--- src/rtl/datapath_fifo_wr_arbiter_if.sv ---
// rtl/datapath_fifo_wr_arbiter_if.sv - producer and FIFO write-port bundle for the pair-atomic arbiter
interface datapath_fifo_wr_arbiter_if #(
  parameter int DATA_WIDTH = 128
);
  logic                  req0_valid;
  logic                  req0_last;
  logic [DATA_WIDTH-1:0] req0_data;
  logic                  req0_ready;
  logic                  req1_valid;
  logic                  req1_last;
  logic [DATA_WIDTH-1:0] req1_data;
  logic                  req1_ready;
  logic                  fifo_full;
  logic                  fifo_threshold;
  logic                  fifo_wr;
  logic [DATA_WIDTH-1:0] fifo_data_in;

  modport slave (
    input  req0_valid, req0_last, req0_data,
    input  req1_valid, req1_last, req1_data,
    input  fifo_full, fifo_threshold,
    output req0_ready, req1_ready,
    output fifo_wr, fifo_data_in
  );

  modport master (
    output req0_valid, req0_last, req0_data,
    output req1_valid, req1_last, req1_data,
    output fifo_full, fifo_threshold,
    input  req0_ready, req1_ready,
    input  fifo_wr, fifo_data_in
  );
endinterface

--- src/rtl/datapath_fifo_wr_arbiter.sv ---
// rtl/datapath_fifo_wr_arbiter.sv - pair-atomic two-producer arbiter for the FIFO write port
module datapath_fifo_wr_arbiter #(
  parameter int DATA_WIDTH    = 128,
  parameter int TIMEOUT       = 256,
  parameter int PAD_CNT_WIDTH = 16
) (
  input  logic                        clk,
  input  logic                        rstn,
  input  logic                        en,
  datapath_fifo_wr_arbiter_if.slave   bus,
  output logic [1:0]                  grant,
  output logic                        pad_event,
  output logic [PAD_CNT_WIDTH-1:0]    pad_count,
  output logic                        proto_err
);
  localparam int TO_W = $clog2(TIMEOUT + 1);

  typedef enum logic [1:0] {S_IDLE, S_BEAT0, S_BEAT1, S_PAD} state_t;

  state_t                   r_state;
  logic [1:0]               r_grant;
  logic                     r_ptr;
  logic [TO_W-1:0]          r_to;
  logic [PAD_CNT_WIDTH-1:0] r_pad_cnt;
  logic                     r_perr;
  logic [DATA_WIDTH-1:0]    r_data;

  logic                     w_q0, w_q1, w_pick1;
  logic                     w_g_valid, w_g_last, w_g_rdy;
  logic [DATA_WIDTH-1:0]    w_g_data;
  logic                     w_rdy0, w_rdy1, w_xfer, w_pad_wr, w_wr;
  logic [DATA_WIDTH-1:0]    w_wr_data;

  assign w_q0    = bus.req0_valid && !bus.req0_last;
  assign w_q1    = bus.req1_valid && !bus.req1_last;
  assign w_pick1 = w_q1 && (!w_q0 || r_ptr);

  assign w_g_valid = r_grant[1] ? bus.req1_valid : bus.req0_valid;
  assign w_g_last  = r_grant[1] ? bus.req1_last  : bus.req0_last;
  assign w_g_data  = r_grant[1] ? bus.req1_data  : bus.req0_data;

  always_comb begin
    w_rdy0   = 1'b0;
    w_rdy1   = 1'b0;
    w_g_rdy  = 1'b0;
    w_xfer   = 1'b0;
    w_pad_wr = 1'b0;
    case (r_state)
      S_IDLE: begin
        // stray beat1 outside a pair is swallowed so the producer cannot wedge
        w_rdy0 = bus.req0_valid && bus.req0_last;
        w_rdy1 = bus.req1_valid && bus.req1_last;
      end
      S_BEAT0: w_g_rdy = w_g_valid && !w_g_last && !bus.fifo_full;
      S_BEAT1: w_g_rdy = w_g_valid &&  w_g_last && !bus.fifo_full;
      S_PAD:   w_pad_wr = !bus.fifo_full;
      default: ;
    endcase
    if (r_state == S_BEAT0 || r_state == S_BEAT1) begin
      w_rdy0 = w_g_rdy && r_grant[0];
      w_rdy1 = w_g_rdy && r_grant[1];
      w_xfer = w_g_rdy;
    end
  end

  assign w_wr      = w_xfer || w_pad_wr;
  assign w_wr_data = w_pad_wr ? '0 : w_g_data;

  // ready is forced low while reset is held, even for the IDLE drop path
  assign bus.req0_ready   = rstn && w_rdy0;
  assign bus.req1_ready   = rstn && w_rdy1;
  assign bus.fifo_wr      = w_wr;
  assign bus.fifo_data_in = w_wr ? w_wr_data : r_data;
  assign grant            = r_grant;
  assign pad_event        = w_pad_wr;
  assign pad_count        = r_pad_cnt;
  assign proto_err        = r_perr;

  always_ff @(posedge clk or negedge rstn) begin
    if (!rstn) begin
      r_state   <= S_IDLE;
      r_grant   <= 2'b00;
      r_ptr     <= 1'b0;
      r_to      <= '0;
      r_pad_cnt <= '0;
      r_perr    <= 1'b0;
      r_data    <= '0;
    end else begin
      if (w_wr) r_data <= w_wr_data;
      case (r_state)
        S_IDLE: begin
          if (w_rdy0 || w_rdy1) r_perr <= 1'b1;
          if (en && !bus.fifo_threshold && (w_q0 || w_q1)) begin
            r_grant <= w_pick1 ? 2'b10 : 2'b01;
            r_state <= S_BEAT0;
          end
        end
        S_BEAT0: begin
          if (w_xfer) begin
            r_state <= S_BEAT1;
            r_to    <= '0;
          end
        end
        S_BEAT1: begin
          if (w_xfer) begin
            r_state <= S_IDLE;
            r_grant <= 2'b00;
            r_ptr   <= r_grant[0];
          end else begin
            if (w_g_valid && !w_g_last) r_perr <= 1'b1;
            // full stalls are the FIFO's fault, not the producer's, so they do not age the pair
            if (!bus.fifo_full) begin
              r_to <= r_to + 1'b1;
              if (r_to == TO_W'(TIMEOUT - 1)) r_state <= S_PAD;
            end
          end
        end
        S_PAD: begin
          if (!bus.fifo_full) begin
            if (r_pad_cnt != {PAD_CNT_WIDTH{1'b1}}) r_pad_cnt <= r_pad_cnt + 1'b1;
            r_state <= S_IDLE;
            r_grant <= 2'b00;
            r_ptr   <= r_grant[0];
          end
        end
        default: r_state <= S_IDLE;
      endcase
    end
  end
endmodule

--- src/flat_wrapper.sv ---
// flat-port wrapper written by rule: the top's interface ports become plain ports
module datapath_fifo_wr_arbiter_flat 
#(
  parameter int DATA_WIDTH    = 128,
  parameter int TIMEOUT       = 256,
  parameter int PAD_CNT_WIDTH = 16
)
  (clk, rstn, en, grant, pad_event, pad_count, proto_err, bus_req0_valid, bus_req0_last, bus_req0_data, bus_req1_valid, bus_req1_last, bus_req1_data, bus_fifo_full, bus_fifo_threshold, bus_req0_ready, bus_req1_ready, bus_fifo_wr, bus_fifo_data_in);
  datapath_fifo_wr_arbiter_if #(.DATA_WIDTH(DATA_WIDTH)) bus_i ();
  input  logic clk;
  input  logic rstn;
  input  logic en;
  output logic [1:0] grant;
  output logic pad_event;
  output logic [PAD_CNT_WIDTH-1:0] pad_count;
  output logic proto_err;
  input wire logic [$bits(bus_i.req0_valid)-1:0] bus_req0_valid;
  input wire logic [$bits(bus_i.req0_last)-1:0] bus_req0_last;
  input wire logic [$bits(bus_i.req0_data)-1:0] bus_req0_data;
  input wire logic [$bits(bus_i.req1_valid)-1:0] bus_req1_valid;
  input wire logic [$bits(bus_i.req1_last)-1:0] bus_req1_last;
  input wire logic [$bits(bus_i.req1_data)-1:0] bus_req1_data;
  input wire logic [$bits(bus_i.fifo_full)-1:0] bus_fifo_full;
  input wire logic [$bits(bus_i.fifo_threshold)-1:0] bus_fifo_threshold;
  output wire logic [$bits(bus_i.req0_ready)-1:0] bus_req0_ready;
  output wire logic [$bits(bus_i.req1_ready)-1:0] bus_req1_ready;
  output wire logic [$bits(bus_i.fifo_wr)-1:0] bus_fifo_wr;
  output wire logic [$bits(bus_i.fifo_data_in)-1:0] bus_fifo_data_in;
  assign bus_i.req0_valid = bus_req0_valid;
  assign bus_i.req0_last = bus_req0_last;
  assign bus_i.req0_data = bus_req0_data;
  assign bus_i.req1_valid = bus_req1_valid;
  assign bus_i.req1_last = bus_req1_last;
  assign bus_i.req1_data = bus_req1_data;
  assign bus_i.fifo_full = bus_fifo_full;
  assign bus_i.fifo_threshold = bus_fifo_threshold;
  assign bus_req0_ready = bus_i.req0_ready;
  assign bus_req1_ready = bus_i.req1_ready;
  assign bus_fifo_wr = bus_i.fifo_wr;
  assign bus_fifo_data_in = bus_i.fifo_data_in;
  datapath_fifo_wr_arbiter #(.DATA_WIDTH(DATA_WIDTH), .TIMEOUT(TIMEOUT), .PAD_CNT_WIDTH(PAD_CNT_WIDTH)) u_core (.clk(clk), .rstn(rstn), .en(en), .bus(bus_i), .grant(grant), .pad_event(pad_event), .pad_count(pad_count), .proto_err(proto_err));
endmodule
--- config.mk ---
export PLATFORM = sky130hd
export DESIGN_NAME = datapath_fifo_wr_arbiter_flat
export DESIGN_NICKNAME = d
export VERILOG_FILES = /design/src/rtl/datapath_fifo_wr_arbiter_if.sv /design/src/rtl/datapath_fifo_wr_arbiter.sv /design/src/flat_wrapper.sv
export SDC_FILE = /design/constraint.sdc
export NUM_CORES = 1
export LEC_CHECK = 0
export ABC_AREA = 0
export BUFFER_PORTS_ARGS = -buffer_cell sky130_fd_sc_hd__buf_2
export CORE_AREA = 5 5 160 162
export CTS_CLUSTER_DIAMETER = 150
export DETAILED_ROUTE_END_ITERATION = 8
export DIE_AREA = 0 0 165 167
export GPL_ROUTABILITY_DRIVEN = 0
export PLACE_DENSITY = 0.73
export SLEW_MARGIN = 20
export SYNTH_ARGS = -nofsm -noshare
export SYNTH_HDL_FRONTEND = slang
export SYNTH_SLANG_ARGS = --single-unit
--- constraint.sdc ---
create_clock -name clk -period 3.3 [get_ports clk]
set_input_delay 0.66 -clock clk [delete_from_list [all_inputs] [get_ports clk]]
set_output_delay 0.66 -clock clk [all_outputs]
set_load 0.05 [all_outputs]
* Word level (Yosys, flattened, before mapping)
Cells that the tools add are included.
** Storage, ports and cells
- Word-level logic and storage cells :: 96
- Latch bits :: 0
- Bits in registers :: 159
- Memories kept :: 0
- Memory bits (read-only) :: 0
- Input port bits :: 265
- RAM bits :: 0
** Cells by class
- Divide/modulo/power cells :: 0
- Eq/ne operators :: 15
- $mul :: 0
- Shifts and indexed selects :: 0
- Multiplexer cells :: 34
- Add/subtract/negate cells :: 2
- Magnitude comparators :: 0
- Bitwise operators :: 1
- Reduce and logical (&&, ||, !) cells :: 37
** Operator list (count)
- $mux W128 :: 3
- $mux W9 :: 3
- $mux W2 :: 9
- $pmux W9 S2 :: 1
- $add A16 B1 Y16 const B :: 1
- $ne A16 B16 Y1 const B :: 1
- $logic_and A1 B1 Y1 :: 15
- $mux W1 :: 13
- $reduce_and A4 Y1 :: 3
- $ne A2 B1 Y1 const B :: 5
- $add A9 B1 Y9 const B :: 1
- $eq A9 B8 Y1 const B :: 1
- $pmux W2 S4 :: 1
- $logic_not A1 Y1 :: 6
- $ne A2 B2 Y1 const B :: 3
- $ne A3 B2 Y1 const B :: 2
- $pmux W1 S2 :: 3
- $pmux W2 S3 :: 1
- $reduce_and A3 Y1 :: 2
- $reduce_bool A2 Y1 :: 3
- $logic_or A1 B1 Y1 :: 5
- $reduce_and A5 Y1 :: 1
- $eq A2 B2 Y1 const B :: 2
- $reduce_bool A3 Y1 :: 1
- other kinds (3) :: 3

* Longest topological paths before layout
- Depth after elaboration :: 10
- Depth in mapped cells :: 9
- Depth with buffers taken out :: 7

* Worst setup path before layout
No wires, ideal clock.
- Path type :: reg2out
- Start :: reg u_core.r_grant[1] (netlist: u_core.grant[1])
- End :: out bus_fifo_data_in[100]
- Setup slack :: -0.479 ns
- Path buffers :: 3
- Cell stages (with the launch flop) :: 9
- Arrival :: 3.119 ns
- Cell sequence :: dfrtp_1 -> buf_4 -> mux2i_1 -> or3_1 -> nor2_2 -> buf_4 -> buf_4 -> nor2_1 -> a211oi_1
** Between the ends
- Longest elaborated chain between the ends :: 8
- Elaborated cells on any way between the ends :: 13
- Classes of those cells :: mux (7); reduce/logical (6)
** Ends and longest elaborated chain
- from (decl) :: RTL line datapath_fifo_wr_arbiter.sv:21 : logic [1:0] r_grant;
- from (signal assigned) :: RTL line datapath_fifo_wr_arbiter.sv:94 : r_grant <= w_pick1 ? 2'b10 : 2'b01;
- $mux W1 :: RTL line datapath_fifo_wr_arbiter.sv:39 : assign w_g_last = r_grant[1] ? bus.req1_last : bus.req0_last;
- $logic_not A1 Y1 :: RTL line datapath_fifo_wr_arbiter.sv:54 : S_BEAT0: w_g_rdy = w_g_valid && !w_g_last && !bus.fifo_full;
- $logic_and A1 B1 Y1 (2 in series) :: RTL line datapath_fifo_wr_arbiter.sv:54
- $pmux W1 S2 :: RTL line datapath_fifo_wr_arbiter.sv:48 : case (r_state)
- $mux W1 :: RTL line datapath_fifo_wr_arbiter.sv:59 : if (r_state == S_BEAT0 || r_state == S_BEAT1) begin
- $logic_or A1 B1 Y1 :: RTL line datapath_fifo_wr_arbiter.sv:66 : assign w_wr = w_xfer || w_pad_wr;
- $mux W128 * :: RTL line datapath_fifo_wr_arbiter.sv:73 : assign bus.fifo_data_in = w_wr ? w_wr_data : r_data;
- to (decl) :: RTL line flat_wrapper.sv:28 : output wire logic [$bits(bus_i.fifo_data_in)-1:0] bus_fifo_data_in;
Every way passes the cells marked *; elsewhere a longest branch is shown, timed or not.

* Worst setup path in the final report
- Start :: reg u_core.r_state[0]
- End :: out bus_fifo_data_in[77]
** Between the ends
- Longest elaborated chain between the ends :: 5
- Elaborated cells on any way between the ends :: 10
- Classes of those cells :: eq/ne (3); mux (5); reduce/logical (2)
** Ends and longest elaborated chain
- from (decl) :: RTL line datapath_fifo_wr_arbiter.sv:20 : state_t r_state;
- from (signal assigned) :: RTL line datapath_fifo_wr_arbiter.sv:81 : r_state <= S_IDLE;
- from (signal assigned) :: RTL line datapath_fifo_wr_arbiter.sv:95 : r_state <= S_BEAT0;
- from (signal assigned) :: RTL line datapath_fifo_wr_arbiter.sv:100 : r_state <= S_BEAT1;
- $eq A2 B2 Y1 / $eq A2 B1 Y1 (equally long branches) :: RTL line datapath_fifo_wr_arbiter.sv:48, datapath_fifo_wr_arbiter.sv:59
- $pmux W1 S2 / $logic_or A1 B1 Y1 (equally long branches) :: RTL line datapath_fifo_wr_arbiter.sv:48, datapath_fifo_wr_arbiter.sv:59
- $mux W1 :: RTL line datapath_fifo_wr_arbiter.sv:59
- $logic_or A1 B1 Y1 :: RTL line datapath_fifo_wr_arbiter.sv:66
- $mux W128 * :: RTL line datapath_fifo_wr_arbiter.sv:73
Marked as above.

==> flow_metrics.py <==
metrics = {
    "yosys": {
        "ys_ff_latch": 159,
        "synth_area_leader_cell": "dfrtp_1",
        "synth_xor_area_share_pct": 1.52,
        "ys.warnings.count": 0,
        "synth-seq-area-share_pct": 49.5,
        "ys_top_cells_by_area": "dfrtp_1 49%, mux2i_1 16%, a211oi_1 12%",
        "synthArstFlopShare_pct": 100,
        "synth_compound_area_share_pct": 14.8,
        "synthMuxAreaShare_pct": 17.0,
        "synth_top_family_by_area": "multiplexers",
        "ys_types": 48,
        "yosysTopAreaCellShare_pct": 49.5,
        "yosys_most_used_dff": "dfrtp_1",
        "synth_fp_nets": 1034,
        "synth_edf_count": 0,
        "synthAdderAreaFrac_pct": 1.24,
        "syn-cell-area_um2": 8050,
        "syn_avg_cell_area_um2": 10.6,
        "synthCells": 761,
        "yosys.area_share.simple_pct": 11.9,
    },
    "grt": {
        "antenna_found_initial": 0,
        "grt_pass1_wl_um": 41300,
        "grt_overflow": 0,
        "grt_usage_pct": 18.6,
        "grt_max_degree": 79,
        "grt_pass1_vias": 8049,
    },
    "timing": {
        "hold_viol_final": 0,
        "min_period_ns": 3.34,
        "setup_viol": 15,
        "fin_skew_ns": 0.0246,
        "rsz0062_at_grt": "yes",
        "worst_slew_pin_slew_ns": 0.943,
        "slew_headroom_pct": 37.1,
        "post-route-period-util_pct": 101,
        "timing.fmax_mhz": 299,
        "setup_ws_ns": -0.0424,
        "drv_slew": 0,
    },
    "setup_path": {
        "critPathCaptureType": "output pin",
        "crit_arrival_ns": 2.68,
        "critPathMaxFanout": 8,
        "reg2reg_from": "u_core.r_state[0]$_DFFE_PN0P_",
        "cp.required_ns": 2.64,
        "ff2ff_setup_slack_ns": 0.49,
        "path_class": "flop to output pin",
        "r2r_cells": 16,
        "start_kind": "flop",
        "r2r-end": "u_core.r_data[59]$_DFF_PN0_",
    },
    "floorplanning": {
        "dieArea_um2": 27600,
        "core_area_um2": 24000,
        "io_pins": 416,
        "num_rows": 57,
        "initial_core_util_pct": 33.6,
        "dieWidth_um": 165,
        "dieHeight_um": 167,
    },
    "routing": {
        "drc": 0,
        "via_count": 7813,
        "wl_per_cell_um": 17.5,
        "totalWireLength_um": 27600,
        "dr.pass1.iters": 5,
        "vias_per_cell": 4.94,
        "ant_nets": 0,
        "drt_first_iter_violations": 477,
    },
    "cts": {
        "cts_buffers": 17,
        "clk_pin_slew_worst_paths_ns": 0.07,
        "cts_tree": "yes",
        "h-tree-depth": 4,
        "cts-root-buf": "clkbuf_16",
        "clock-sinks": 159,
        "ctsLongestPathBuffers": 2,
        "insertion_delay_ns": 0.43,
    },
    "finish": {
        "syn_to_final_growth_pct": 67.8,
        "antenna_cells": 0,
        "layoutNonFillerInstCount": 1581,
        "nFillCells": 1976,
        "drive_above_1_share_pct": 58.0,
        "nNetsFinal": 1517,
        "multi_input_area_um2": 4500,
        "register_area_um2": 3980,
    },
    "placement": {
        "dp_cells": 1469,
        "port_buffers": 415,
        "pre_cts_slack_ns": -0.00365,
        "dp_hpwl_um": 19200,
    },
    "outcome": {
        "violations": "setup timing",
        "status": "complete, but fails checks",
    },
    "min_path": {
        "worstHoldPathType": "input port to asynchronous set/reset pin",
    },
    "run": {
        "maxCapViolations": 0,
    },
    "pwr": {
        "total_leakage_power_nw": 6.20,
        "vdd_drop_max_mv": 0.894,
        "power.density_nw_per_um2": 1220,
    },
}
cell usage in the layout, fill, tap and decap left out, drive strengths merged, types with 2 or more instances in the layout:
cell type	synthesis	layout
nand2b	2	2
clkbuf	30	20
mux2i	130	130
mux2	5	5
nand3b	4	4
dfrtp	159	159
nor2b	10	10
inv	8	16
nand3	10	10
nor2	141	141
o221ai	4	4
nor3	4	4
nor4	4	4
nand4	4	4
nor3b	2	2
buf	32	522
xor2	9	9
nand2	24	24
o21ai	7	7
clkinv	0	7
o21a	2	2
a41oi	2	2
a211oi	129	129
xnor2	5	5
and3	6	6
ha	8	8
a21boi	2	2
sequential cells by signal (all words and copies together) (netlist names):
name / cells
u_core.r_state: 2
u_core.pad_count: 16
u_core.proto_err: 1
u_core.r_data: 128
u_core.r_ptr: 1
u_core.grant: 2
u_core.r_to: 9
repair_timing:
| item | 4_1_cts | 5_1_grt |
|---|---|---|
| gates resized for setup | 209 | 101 |
| hold endpoints to repair | 0 | 0 |
| endpoints found under the setup margin | 130 | 125 |
| pin swaps | 45 | 16 |
| gates cloned | 3 | 2 |
| setup buffers | 53 | 22 |
| hold buffers | 0 | 0 |
cells in the mapped netlist, types with 2 or more instances:
cell type	instances
a211oi_1	129
a21boi_0	2
a41oi_1	2
and3_1	6
buf_2	19
buf_4	12
clkbuf_1	30
dfrtp_1	159
ha_1	8
inv_1	8
mux2_2	5
mux2i_1	129
nand2_1	24
nand2b_1	2
nand3_1	10
nand3b_1	4
nand4_1	4
nor2_1	140
nor2b_1	10
nor3_1	4
nor3b_1	2
nor4_1	4
o21a_1	2
o21ai_0	7
o221ai_1	4
xnor2_1	5
xor2_1	9
where the power goes:
part,internal (W),switching [W]
registers,0.00275,0.000298
clock network,0.000988,0.000884
logic,0.00441,0.00719
cell type report:
class                           count  share of cell area, %
Clock buffer                       17                   3.15
Sequential cell                   159                   29.5
Multi-Input combinational cell    532                   33.3
Clock inverter                     15                  0.927
Timing Repair Buffer              526                   29.8
Inverter                            8                  0.241
Tap cell                          324                   3.00
worst max-delay path, stage by stage (launching register included):
cell and delay, ns:
dfrtp_1 0.37, inv_2 0.06, ha_4 0.28, inv_4 0.03, or3_4 0.38, nor2_4 0.15
buf_12 0.18, buf_12 0.14, buf_16 0.13, nor2_4 0.03, a211oi_2 0.28, buf_6 0.21
through the flow:
step	area, µm²	util [%]	power [W]	setup TNS [ns]	hold WS [ns]
3_3_place_gp	11200	46.9	0.0122	0	0.462
6_report	13500	56.3	0.0165	-0.199	0.0546
2_1_floorplan	8690	-	0.0102	-0.0275	0.364
4_1_cts	12900	54.0	0.0158	-0.0509	0.0416
3_5_place_dp	11200	46.9	0.0123	-0.00365	0.473
5_1_grt	13500	56.3	0.0173	-11.45	0.0501
cells by family after synthesis:
kind of cell	after synthesis
AOI/OAI and AO/OA	157
xor gates and xnor gates	14
adders and majority gates	8
buffers and inverters	70
DFF	159
muxes	135
and+or+nand+nor	218
worst max-delay path by stage:
stage,start,end,cells past startpoint
final,u_core.r_state[0]$_DFFE_PN0P_,bus_fifo_data_in[77],11
after global routing,u_core.r_state[1]$_DFFE_PN0P_,bus_fifo_data_in[77],11
after CTS,u_core.grant[1]$_DFFE_PN0P_,bus_fifo_data_in[26],9
after detailed placement,u_core.r_state[0]$_DFFE_PN0P_,bus_fifo_data_in[85],10
after global placement,u_core.r_state[0]$_DFFE_PN0P_,bus_fifo_data_in[85],10
after floorplan,u_core.grant[1]$_DFFE_PN0P_,bus_fifo_data_in[126],8
per-layer routing:
layer	wire length [µm]	part of all wire (%)	vias to the layer above	GRT usage, %
met5	0	0	-	0
met2	14400	52	319	33.5
met4	487	1.8	0	5.71
li1	-	-	3736	-
met1	10700	39	3721	21.9
met3	1960	7.1	37	4.00
Note: power is estimated with default switching activity, not from simulation.
